$ cat config.mk
export PLATFORM = sky130hd
export DESIGN_NAME = rf_writeback_queue
export DESIGN_NICKNAME = d
export VERILOG_FILES = /design/src/rtl/rf_wb_pkg.sv /design/src/rtl/rf_wb_addr_match.sv /design/src/rtl/rf_writeback_queue.sv
export SDC_FILE = /design/constraint.sdc
export NUM_CORES = 1
export LEC_CHECK = 0
export ABC_CLOCK_PERIOD_IN_PS = 7100
export BUFFER_PORTS_ARGS = -buffer_cell sky130_fd_sc_hd__buf_2
export CELL_PAD_IN_SITES_DETAIL_PLACEMENT = 1
export CELL_PAD_IN_SITES_GLOBAL_PLACEMENT = 1
export CORE_ASPECT_RATIO = 1.5
export CORE_UTILIZATION = 45
export CTS_BUF_LIST = sky130_fd_sc_hd__clkbuf_8 sky130_fd_sc_hd__clkbuf_16
export CTS_CLUSTER_DIAMETER = 80
export DETAILED_ROUTE_END_ITERATION = 8
export GPL_TIMING_DRIVEN = 0
export PLACE_DENSITY = 0.82
export SYNTH_ARGS = -nofsm -noshare
export SYNTH_HDL_FRONTEND = slang
export SYNTH_SLANG_ARGS = --single-unit
$ cat constraint.sdc
create_clock -name clk -period 7.1 [get_ports clk]
set_input_delay 0.71 -clock clk [delete_from_list [all_inputs] [get_ports clk]]
set_output_delay 0.71 -clock clk [all_outputs]
set_load 0.005 [all_outputs]
$ cat src/rtl/rf_wb_pkg.sv
// ============================================================================
// rf_wb_pkg : shared widths, zero-register index and queue entry type for
//             the register-file write-back queue.
// Revision  : 1.0
// ============================================================================
`default_nettype none

package rf_wb_pkg;

    localparam int RF_WB_ADDR_W = 4;
    localparam int RF_WB_DATA_W = 32;

    localparam logic [RF_WB_ADDR_W-1:0] ZERO_REG = '0;

    typedef struct packed {
        logic [RF_WB_ADDR_W-1:0] addr;
        logic [RF_WB_DATA_W-1:0] data;
        logic                    valid;
    } rf_wb_entry_t;

endpackage

`default_nettype wire

$ cat src/rtl/rf_wb_addr_match.sv
// ============================================================================
// rf_wb_addr_match : compares one RD source index against the queued entries
//                    and the presented input; returns hit and youngest data.
// Revision         : 1.0
// ============================================================================
`default_nettype none

module rf_wb_addr_match
    import rf_wb_pkg::*;
#(
    parameter int DEPTH = 4,
    parameter int PTR_W = $clog2(DEPTH)
) (
    input  logic [RF_WB_ADDR_W-1:0] src,
    input  rf_wb_entry_t            entries [DEPTH],
    input  logic [PTR_W-1:0]        rd_ptr,
    input  logic                    in_valid,
    input  logic [RF_WB_ADDR_W-1:0] in_addr,
    input  logic [RF_WB_DATA_W-1:0] in_data,
    output logic                    hit,
    output logic [RF_WB_DATA_W-1:0] hit_data
);

    always_comb begin
        logic [PTR_W-1:0] idx;
        hit      = 1'b0;
        hit_data = '0;
        idx      = '0;
        // Walk head to tail so the last match seen is the youngest queued one.
        for (int k = 0; k < DEPTH; k++) begin
            idx = rd_ptr + PTR_W'(k);
            if (entries[idx].valid && (entries[idx].addr == src)) begin
                hit      = 1'b1;
                hit_data = entries[idx].data;
            end
        end
        if (in_valid && (in_addr == src)) begin
            hit      = 1'b1;
            hit_data = in_data;
        end
        if (src == ZERO_REG) begin
            hit      = 1'b0;
            hit_data = '0;
        end
    end

endmodule

`default_nettype wire

$ cat src/rtl/rf_writeback_queue.sv
// ============================================================================
// rf_writeback_queue : in-order MT-stage result queue feeding the register
//                      file write port, with RD-stage RAW hazard detection.
//                      Optional forwarding enabled by RF_WB_FORWARD_EN.
// Revision           : 1.0
// ============================================================================
`default_nettype none

module rf_writeback_queue
    import rf_wb_pkg::*;
#(
    parameter int DEPTH  = 4,
    // Must equal the entry struct widths in rf_wb_pkg.
    parameter int ADDR_W = RF_WB_ADDR_W,
    parameter int DATA_W = RF_WB_DATA_W
) (
    input  logic                         clk,
    input  logic                         rst,
    input  logic                         in_valid,
    output logic                         in_ready,
    input  logic [ADDR_W-1:0]            in_addr,
    input  logic [DATA_W-1:0]            in_data,
    input  logic                         rf_busy,
    output logic                         rf_we,
    output logic [ADDR_W-1:0]            rf_waddr,
    output logic [DATA_W-1:0]            rf_wdata,
    input  logic [ADDR_W-1:0]            rd_src1,
    input  logic [ADDR_W-1:0]            rd_src2,
    output logic                         hazard,
    output logic [$clog2(DEPTH+1)-1:0]   count
`ifdef RF_WB_FORWARD_EN
    ,
    output logic [DATA_W-1:0]            fwd1_data,
    output logic [DATA_W-1:0]            fwd2_data,
    output logic                         fwd1_hit,
    output logic                         fwd2_hit
`endif
);

    localparam int PTR_W = $clog2(DEPTH);
    localparam int CNT_W = $clog2(DEPTH + 1);

    rf_wb_entry_t       entries_q [DEPTH];
    rf_wb_entry_t       entries_d [DEPTH];
    logic [PTR_W-1:0]   rd_ptr_q, rd_ptr_d;
    logic [PTR_W-1:0]   wr_ptr_q, wr_ptr_d;
    logic [CNT_W-1:0]   count_q, count_d;
    logic               push, enq, pop;
    logic               hit1, hit2;
    logic [DATA_W-1:0]  hit1_data, hit2_data;

    always_comb begin
        in_ready = rst && (count_q != CNT_W'(DEPTH));
        rf_we    = rst && (count_q != '0) && !rf_busy;
        rf_waddr = entries_q[rd_ptr_q].addr;
        rf_wdata = entries_q[rd_ptr_q].data;
        count    = count_q;
        push     = in_valid && in_ready;
        // Writes to the hardwired-zero register are accepted and dropped.
        enq      = push && (in_addr != ZERO_REG);
        pop      = rf_we;
    end

    always_comb begin
        entries_d = entries_q;
        rd_ptr_d  = rd_ptr_q;
        wr_ptr_d  = wr_ptr_q;
        count_d   = count_q;
        if (enq) begin
            entries_d[wr_ptr_q] = '{addr: in_addr, data: in_data, valid: 1'b1};
            wr_ptr_d            = wr_ptr_q + 1'b1;
        end
        if (pop) begin
            entries_d[rd_ptr_q].valid = 1'b0;
            rd_ptr_d                  = rd_ptr_q + 1'b1;
        end
        case ({enq, pop})
            2'b10:   count_d = count_q + 1'b1;
            2'b01:   count_d = count_q - 1'b1;
            default: count_d = count_q;
        endcase
    end

    always_ff @(posedge clk or negedge rst) begin
        if (!rst) begin
            for (int i = 0; i < DEPTH; i++) begin
                entries_q[i] <= '0;
            end
            rd_ptr_q <= '0;
            wr_ptr_q <= '0;
            count_q  <= '0;
        end else begin
            entries_q <= entries_d;
            rd_ptr_q  <= rd_ptr_d;
            wr_ptr_q  <= wr_ptr_d;
            count_q   <= count_d;
        end
    end

    rf_wb_addr_match #(.DEPTH(DEPTH)) u_match1 (
        .src      (rd_src1),
        .entries  (entries_q),
        .rd_ptr   (rd_ptr_q),
        .in_valid (in_valid),
        .in_addr  (in_addr),
        .in_data  (in_data),
        .hit      (hit1),
        .hit_data (hit1_data)
    );

    rf_wb_addr_match #(.DEPTH(DEPTH)) u_match2 (
        .src      (rd_src2),
        .entries  (entries_q),
        .rd_ptr   (rd_ptr_q),
        .in_valid (in_valid),
        .in_addr  (in_addr),
        .in_data  (in_data),
        .hit      (hit2),
        .hit_data (hit2_data)
    );

`ifdef RF_WB_FORWARD_EN
    // Every match is forwarded, so RD never has to stall.
    always_comb begin
        fwd1_hit  = rst && hit1;
        fwd2_hit  = rst && hit2;
        fwd1_data = hit1_data;
        fwd2_data = hit2_data;
        hazard    = 1'b0;
    end
`else
    logic unused_hit_data;

    always_comb begin
        hazard          = rst && (hit1 || hit2);
        unused_hit_data = ^{hit1_data, hit2_data};
    end
`endif

endmodule

`default_nettype wire

==> results of run 1 <==
==> critical path, cell delays in order, from the launching register on <==
cell and delay [ps]:
sky130_fd_sc_hd__dfrtp_1 420, sky130_fd_sc_hd__buf_2 290, sky130_fd_sc_hd__buf_2 400, sky130_fd_sc_hd__buf_1 570
sky130_fd_sc_hd__inv_1 190, sky130_fd_sc_hd__ha_1 370, sky130_fd_sc_hd__buf_2 300, sky130_fd_sc_hd__mux4_2 580
sky130_fd_sc_hd__xor2_1 180, sky130_fd_sc_hd__nor3_1 350, sky130_fd_sc_hd__nand3_1 140, sky130_fd_sc_hd__and4_1 220
sky130_fd_sc_hd__o22ai_1 110, sky130_fd_sc_hd__buf_2 130
==> cell usage in the layout, fill, tap and decap left out, types with 3 or more instances in the layout <==
cell type                   netlist  layout
sky130_fd_sc_hd__nand2_1          5       5
sky130_fd_sc_hd__mux4_2          46      46
sky130_fd_sc_hd__dfrtp_1        155     155
sky130_fd_sc_hd__mux4_1           5       5
sky130_fd_sc_hd__nor4_1           3       3
sky130_fd_sc_hd__ha_1             9       9
sky130_fd_sc_hd__xor2_1          27      27
sky130_fd_sc_hd__xnor2_1         18      18
sky130_fd_sc_hd__buf_8            5       5
sky130_fd_sc_hd__inv_1           14      14
sky130_fd_sc_hd__mux2i_1          3       3
sky130_fd_sc_hd__buf_12           7       7
sky130_fd_sc_hd__nor3_1           5       5
sky130_fd_sc_hd__buf_2           13      89
sky130_fd_sc_hd__inv_6            0       5
sky130_fd_sc_hd__a22oi_1          4       4
sky130_fd_sc_hd__nand2_8          4       4
sky130_fd_sc_hd__bufinv_16        0       3
sky130_fd_sc_hd__mux2_1         116     116
sky130_fd_sc_hd__buf_6            5       6
sky130_fd_sc_hd__clkbuf_1         3       3
sky130_fd_sc_hd__nand3_1          4       4
sky130_fd_sc_hd__clkinv_2         0       3
sky130_fd_sc_hd__clkbuf_16        0      17
sky130_fd_sc_hd__mux2_2          29      29
==> cell type report <==
| class | count | share of cell area, % |
|---|---|---|
| diodes | 2 | 0.0540 |
| plain buffers | 37 | 3.97 |
| clock buffers | 17 | 4.59 |
| clock inverters | 15 | 1.98 |
| inverters | 14 | 0.567 |
| multi-input cells | 296 | 39.6 |
| flip-flops and latches | 155 | 41.8 |
| well taps | 213 | 2.87 |
| repair buffers | 78 | 4.52 |
==> per-stage QoR <==
step                      power [W]  setup slack (ps)  utilization, %  instance area [um^2]  hold slack [ps]
after global placement      0.00356              1360            49.7                  8620              468
after detailed placement    0.00372              2160            49.9                  8660              479
after global routing        0.00494              1500            53.4                  9270              333
final                       0.00466              1700            53.5                  9270              298
after CTS                   0.00472              1630            53.4                  9270              305
after floorplan             0.00301              3380               -                  7970              414
==> worst paths after layout <==
path                             startpoint          end
worst max-delay path            rd_ptr_q[1]       hazard
worst min-delay path                    rst    async pin
worst max register to register  rd_ptr_q[1]  rd_ptr_q[1]
worst min register to register    flip-flop    flip-flop
max in group asynchronous               rst    async pin
min in group clk                  flip-flop    flip-flop
==> logic make-up after synthesis <==
kind of cell / count (synthesis) / synth area share [%]
flops: 155 / 48.7
mux: 199 / 35.5
buf+inv: 51 / 5.27
xor+xnor: 45 / 4.94
fa+ha+maj: 10 / 1.66
simple gates: 30 / 2.93
compound gates: 12 / 1.04
==> power by group <==
| group | switching, W | internal (W) |
|---|---|---|
| clock | 0.000375 | 0.000559 |
| sequential | 0.000300 | 0.00133 |
| combinational | 0.000955 | 0.00114 |
==> layer usage <==
layer	track usage (%)	vias to the layer above	share of wire, %
li1	-	2057	-
met1	26.1	2486	37
met2	42.9	101	57
met3	4.40	42	2.8
met4	9.45	0	3.1
met5	0	-	0
==> Yosys cell counts <==
master	number
sky130_fd_sc_hd__mux2_2	29
sky130_fd_sc_hd__o22ai_1	2
sky130_fd_sc_hd__nor3_2	2
sky130_fd_sc_hd__nand2_8	4
sky130_fd_sc_hd__buf_6	5
sky130_fd_sc_hd__buf_2	13
sky130_fd_sc_hd__nor4_1	3
sky130_fd_sc_hd__xnor2_1	18
sky130_fd_sc_hd__fa_1	1
sky130_fd_sc_hd__nand4_1	2
sky130_fd_sc_hd__o41ai_1	2
sky130_fd_sc_hd__nor3_1	5
sky130_fd_sc_hd__nand2_1	5
sky130_fd_sc_hd__dfrtp_1	155
sky130_fd_sc_hd__or4_1	1
sky130_fd_sc_hd__clkbuf_2	1
sky130_fd_sc_hd__and4_1	1
sky130_fd_sc_hd__ha_1	9
sky130_fd_sc_hd__buf_12	7
sky130_fd_sc_hd__buf_8	5
sky130_fd_sc_hd__mux2_1	116
sky130_fd_sc_hd__clkbuf_1	3
sky130_fd_sc_hd__buf_1	2
sky130_fd_sc_hd__nand3_1	4
sky130_fd_sc_hd__nor4_2	1
sky130_fd_sc_hd__xor2_1	27
sky130_fd_sc_hd__mux4_1	5
sky130_fd_sc_hd__mux2i_1	3
sky130_fd_sc_hd__a31oi_1	2
sky130_fd_sc_hd__a22oi_1	4
sky130_fd_sc_hd__buf_4	1
sky130_fd_sc_hd__mux4_2	46
sky130_fd_sc_hd__inv_1	14
sky130_fd_sc_hd__nor2_1	1
sky130_fd_sc_hd__and3_1	1
sky130_fd_sc_hd__o21ai_0	2
==> flow_summary.ini, run 1 <==
[placement]
port-buffer-count = 77
finalWeightedCongestion = 0.929
detailedPlacementHpwl_mm = 13.4
placed_cells = 793

[yosys]
post_synth_net_total = 560
synthesis.area_um2 = 7970
synth_cells = 502
synth_cell_types = 36
synthDominantAreaCellType = sky130_fd_sc_hd__dfrtp_1
syn-mean-instance-area_um2 = 15.9
ys.warnings.count = 0
post-synth-top-area-fraction_pct = 48.7
synth.top_cells.by_area = sky130_fd_sc_hd__dfrtp_1 49%, sky130_fd_sc_hd__mux2_1 16%, sky130_fd_sc_hd__mux4_2 13%, sky130_fd_sc_hd__mux2_2 4.1%, sky130_fd_sc_hd__xor2_1 3.0%
ys_ff_latch = 155
synth_sequential_area_ratio_pct = 48.7

[floorplanning]
total_die_area_um2 = 18300
dieWidth_um = 111
number_of_rows_created_at_floorplan = 59
floorplan.io_pins = 90
die-height_um = 165
initial_cell_density_of_the_core_pct = 46.0
core_region_area_um2 = 17300

[layout]
area_used_by_multi_input_combinational_logic_um2 = 3670
fin_cells = 827
seq_area_um2 = 3880
area_delta_synth_final_pct = 16.3
layout.filler_cells = 1649
drive_gt1_share_pct = 36.6
layout.nets = 657

[global_routing]
grt_overflow = 0
grt_max_degree = 91
grt_usage_pct = 23.1
antenna_found_initial = 1
grt_pass1_vias = 5467
grt_first_pass_wirelength_mm = 31.6

[power]
worst_vdd_ir_v = 0.000219
power_density_nw_per_um2 = 503
p_leak_nw = 4.10

[routing]
detailroute.via_count = 4686
avgRoutedWirePerCell_um = 23.7
remaining_drc_errors = 0
postRouteAntennaNets = 0
routed_via_density = 5.67
drt-initial-drc-count = 137
postRouteWirelength_mm = 19.6
drt_pre_antenna_iters = 6

[critical_path]
timing.critical_path.arrival_ps = 4690
timing.critical_path.to_type = output pin
worst_setup_path_start_kind = flip-flop
reg2reg_slack_ps = 4260
cp_max_fo = 10
crit_required_ps = 6390
timing.setup.critical_path_class = flip-flop to output pin
rr_worst_depth = 8

[clock_tree]
tritoncts_clock_tree = done
clk-insertion-delay-late_ps = 420
cts.root.buffer_cell = sky130_fd_sc_hd__clkbuf_16
clock-sinks = 155
worst_setup_hold_path_clk_slew_ps = 70
numCtsBuffers = 17
post_cts_resized = 0
postCtsSetupRepairBufs = 0
h_tree_depth_reported_by_cts = 4
cts_max_path_buffers = 2
cts_hold_buf = 0

[hold_path]
hp-class = primary input to async pin

[timing]
worst-slew-pin-transition_ps = 1370
timing.final.max_slew_violations = 0
skew_ps = 8.08
final_setup_vio_count = 0
timing.max_slew.rel_slack_pct = 7.93
finalWorstPathRequiredPeriod_ps = 5400
finalSetupTns_ps = 0
rsz0062_at_grt = no
fin_crit_sh_pct = 76.0
report.final.hold_viol_count = 0
maxClockFrequency_ghz = 0.185

[job]
drv_cap = 0

[run_status]
status = finished clean
(Power assumes the default switching activity.)
==> inputs of run 2 (changes only) <==
Settings changed: ABC_AREA from default to 1, ABC_CLOCK_PERIOD_IN_PS 7100 to 4900, CORE_UTILIZATION 45 to 39, PLACE_DENSITY 0.82 to 0.83.
Clock period 7.1 ns to 4.9 ns, I/O delays scaled along.
==> run 2 against run 1 <==
  * Power grew 50%
  * Flip-flop and latch count is the same
  * Area after synthesis shrank 1.1%
  * Die area grew 14%
  * The flow now finishes with violations (hold timing)
  * Global-route usage grew 3.9 points
  * Synthesized cell count grew 97%
  * Combinational power grew 65%
  * Worst hold slack lost 320 ps
  * Register-to-register slack lost 1900 ps
  * Via count grew 61%
  * Final cell count grew 66%
  * Clock power grew 38%
==> flow_summary.ini, run 2 <==
[routing]
drt-initial-drc-count = 464
avgRoutedWirePerCell_um = 19.7
routed_via_density = 5.52
detailroute.via_count = 7567
remaining_drc_errors = 0
postRouteWirelength_mm = 27.0
postRouteAntennaNets = 0
drt_pre_antenna_iters = 5

[yosys]
syn-mean-instance-area_um2 = 7.97
synth_enable_flop_cells = 0
synthFlopType = sky130_fd_sc_hd__dfrtp_1
synth.top_cells.by_area = sky130_fd_sc_hd__dfrtp_1 49%, sky130_fd_sc_hd__o21ai_0 13%, sky130_fd_sc_hd__nand2_1 12%, sky130_fd_sc_hd__nor2_1 4.0%, sky130_fd_sc_hd__nand3_1 2.9%
ys.warnings.count = 0
synth_sequential_area_ratio_pct = 49.2
synth_cells = 989
synthesis.area_um2 = 7880
synth_cell_types = 35
post_synth_net_total = 1047
synth.most_common_cell = sky130_fd_sc_hd__nand2_1
ys_ff_latch = 155
synthDominantAreaCellType = sky130_fd_sc_hd__dfrtp_1
synthTopCellsByCount = 257 x sky130_fd_sc_hd__nand2_1, 208 x sky130_fd_sc_hd__o21ai_0, 155 x sky130_fd_sc_hd__dfrtp_1
post-synth-top-area-fraction_pct = 49.2
async_reset_ff_share_pct = 100

[clock_tree]
postCtsSetupRepairBufs = 0
clock-sinks = 155
h_tree_depth_reported_by_cts = 4
cts_hold_buf = 0
post_cts_resized = 0
worst_setup_hold_path_clk_slew_ps = 70
clk-insertion-delay-late_ps = 440
tritoncts_clock_tree = done
numCtsBuffers = 17
cts.root.buffer_cell = sky130_fd_sc_hd__clkbuf_16
cts_max_path_buffers = 2

[global_routing]
grt_usage_pct = 27.1
grt_max_degree = 97
grt_first_pass_wirelength_mm = 42.7
grt_pass1_vias = 7876
antenna_found_initial = 0
grt_overflow = 0

[floorplanning]
core_region_area_um2 = 19800
dieWidth_um = 118
floorplan.io_pins = 90
number_of_rows_created_at_floorplan = 63
total_die_area_um2 = 20800
die-height_um = 176
initial_cell_density_of_the_core_pct = 39.8

[timing]
worst-slew-pin-transition_ps = 782
report.final.hold_viol_count = 16
timing.final.max_slew_violations = 0
maxClockFrequency_ghz = 0.236
rsz0062_at_grt = no
fin_crit_sh_pct = 86.5
final_setup_vio_count = 0
skew_ps = 6.91
finalWorstPathRequiredPeriod_ps = 4240
timing.max_slew.rel_slack_pct = 47.9
fin_hold_ws_ps = -25.1

[layout]
layout.nets = 1155
mostFrequentLayoutCell = sky130_fd_sc_hd__nand2_1
antenna_cells = 0
layout.core_utilization_pct = 46.8
drive_gt1_share_pct = 16.7
layout.filler_cells = 2441
most_frequent_cells_in_the_layout = 257 x sky130_fd_sc_hd__nand2_1, 208 x sky130_fd_sc_hd__o21ai_0, 155 x sky130_fd_sc_hd__dfrtp_1, 111 x sky130_fd_sc_hd__buf_2, 84 x sky130_fd_sc_hd__nor2_1
area_delta_synth_final_pct = 17.3

[placement]
port-buffer-count = 88
detailedPlacementHpwl_mm = 19.0
finalWeightedCongestion = 0.895

[power]
combPwrFrac_pct = 49.6
p_leak_nw = 4.63
worst_vdd_ir_v = 0.000369
power_density_nw_per_um2 = 757
seq_power_share_pct = 32.0
clockPowerShare_pct = 18.4
power_dissipated_by_switching_net_loads_w = 0.00319
power_switching_share_pct = 45.6
p_int_w = 0.00381

[run_status]
status = complete, but fails checks
violated_checks = hold timing

[critical_path]
worst_setup_path_start_kind = flip-flop
crit_required_ps = 4410
cp_max_fo = 11
timing.critical_path.to_type = output pin
timing.setup.critical_path_class = flip-flop to output pin
timing.critical_path.arrival_ps = 3750

[job]
drv_cap = 0

[hold_path]
hp-class = primary input to async pin
run 2: routing by layer:
layer	up-vias	wire [um]	track usage [%]
met2	216	14100	48.9
met4	0	1390	17.0
met1	3775	10600	30.2
li1	3490	-	-
met3	86	856	3.07
met5	-	0	0
run 2: final cells by class:
type | count | area [um^2] | area share, %
multi-input cells | 714 | 3480 | 37.7
flip-flops and latches | 155 | 3880 | 41.9
clock inverters | 15 | 139 | 1.50
plain buffers | 57 | 278 | 3.00
well taps | 260 | 325 | 3.52
repair buffers | 89 | 478 | 5.17
inverters | 63 | 244 | 2.64
clock buffers | 17 | 425 | 4.60
run 2: worst max-delay path, stage by stage, from the launching register on:
cell and delay [ps]:
sky130_fd_sc_hd__dfrtp_1 390, sky130_fd_sc_hd__buf_2 180, sky130_fd_sc_hd__inv_2 160, sky130_fd_sc_hd__buf_4 250, sky130_fd_sc_hd__clkbuf_1 540, sky130_fd_sc_hd__ha_1 430
sky130_fd_sc_hd__inv_2 230, sky130_fd_sc_hd__nand3_1 110, sky130_fd_sc_hd__and2_1 220, sky130_fd_sc_hd__nand2_1 80, sky130_fd_sc_hd__nand2_1 40, sky130_fd_sc_hd__nand3b_1 140
sky130_fd_sc_hd__nand2_1 100, sky130_fd_sc_hd__inv_1 50, sky130_fd_sc_hd__nand2_1 60, sky130_fd_sc_hd__nand2_1 60, sky130_fd_sc_hd__a21oi_2 120, sky130_fd_sc_hd__buf_2 120
run 2: power by group through the flow:
stage / logic, W / registers (W) / clock network (W)
2_1_floorplan: 0.00223 / 0.00215 / 0
6_report: 0.00347 / 0.00224 / 0.00129
3_3_place_gp: 0.00329 / 0.00221 / 0
4_1_cts: 0.00347 / 0.00224 / 0.00130
5_1_grt: 0.00387 / 0.00231 / 0.00134
3_5_place_dp: 0.00343 / 0.00224 / 0
run 2: final timing paths:
check	start	to	slack, ps	cells past startpoint
max	rd_ptr_q[1]	hazard	660	17
min	rst	async pin	-30	1
max reg2reg	rd_ptr_q[1]	rd_ptr_q[1]	2350	8
min reg2reg	flip-flop	flip-flop	480	2
max in group asynchronous	rst	async pin	4080	2
min in group clk	in_data[23]	flip-flop	350	3
run 2: kinds of logic (layout without fill, tap and decap cells):
kind of cell / count (synthesis) / after routing / synth area share, %
DFF: 155 / 155 / 49.2
AOI/OAI and AO/OA: 268 / 268 / 18.0
buffers and inverters: 120 / 241 / 6.62
and+or+nand+nor: 425 / 425 / 23.3
xor gates and xnor gates: 11 / 11 / 1.22
adders and majority gates: 10 / 10 / 1.68
run 2: metrics by stage:
step                      cells  total power, W  TNS [ps]  setup WS (ps)  instance area [um^2]
after floorplan             989         0.00438         0           2070                  7880
after global placement     1337         0.00550    -95170          -1060                  8650
after detailed placement   1338         0.00567         0           1130                  8690
after CTS                  1370         0.00700         0            649                  9250
after global routing       1370         0.00752         0            465                  9250
final                      1370         0.00700         0            661                  9250
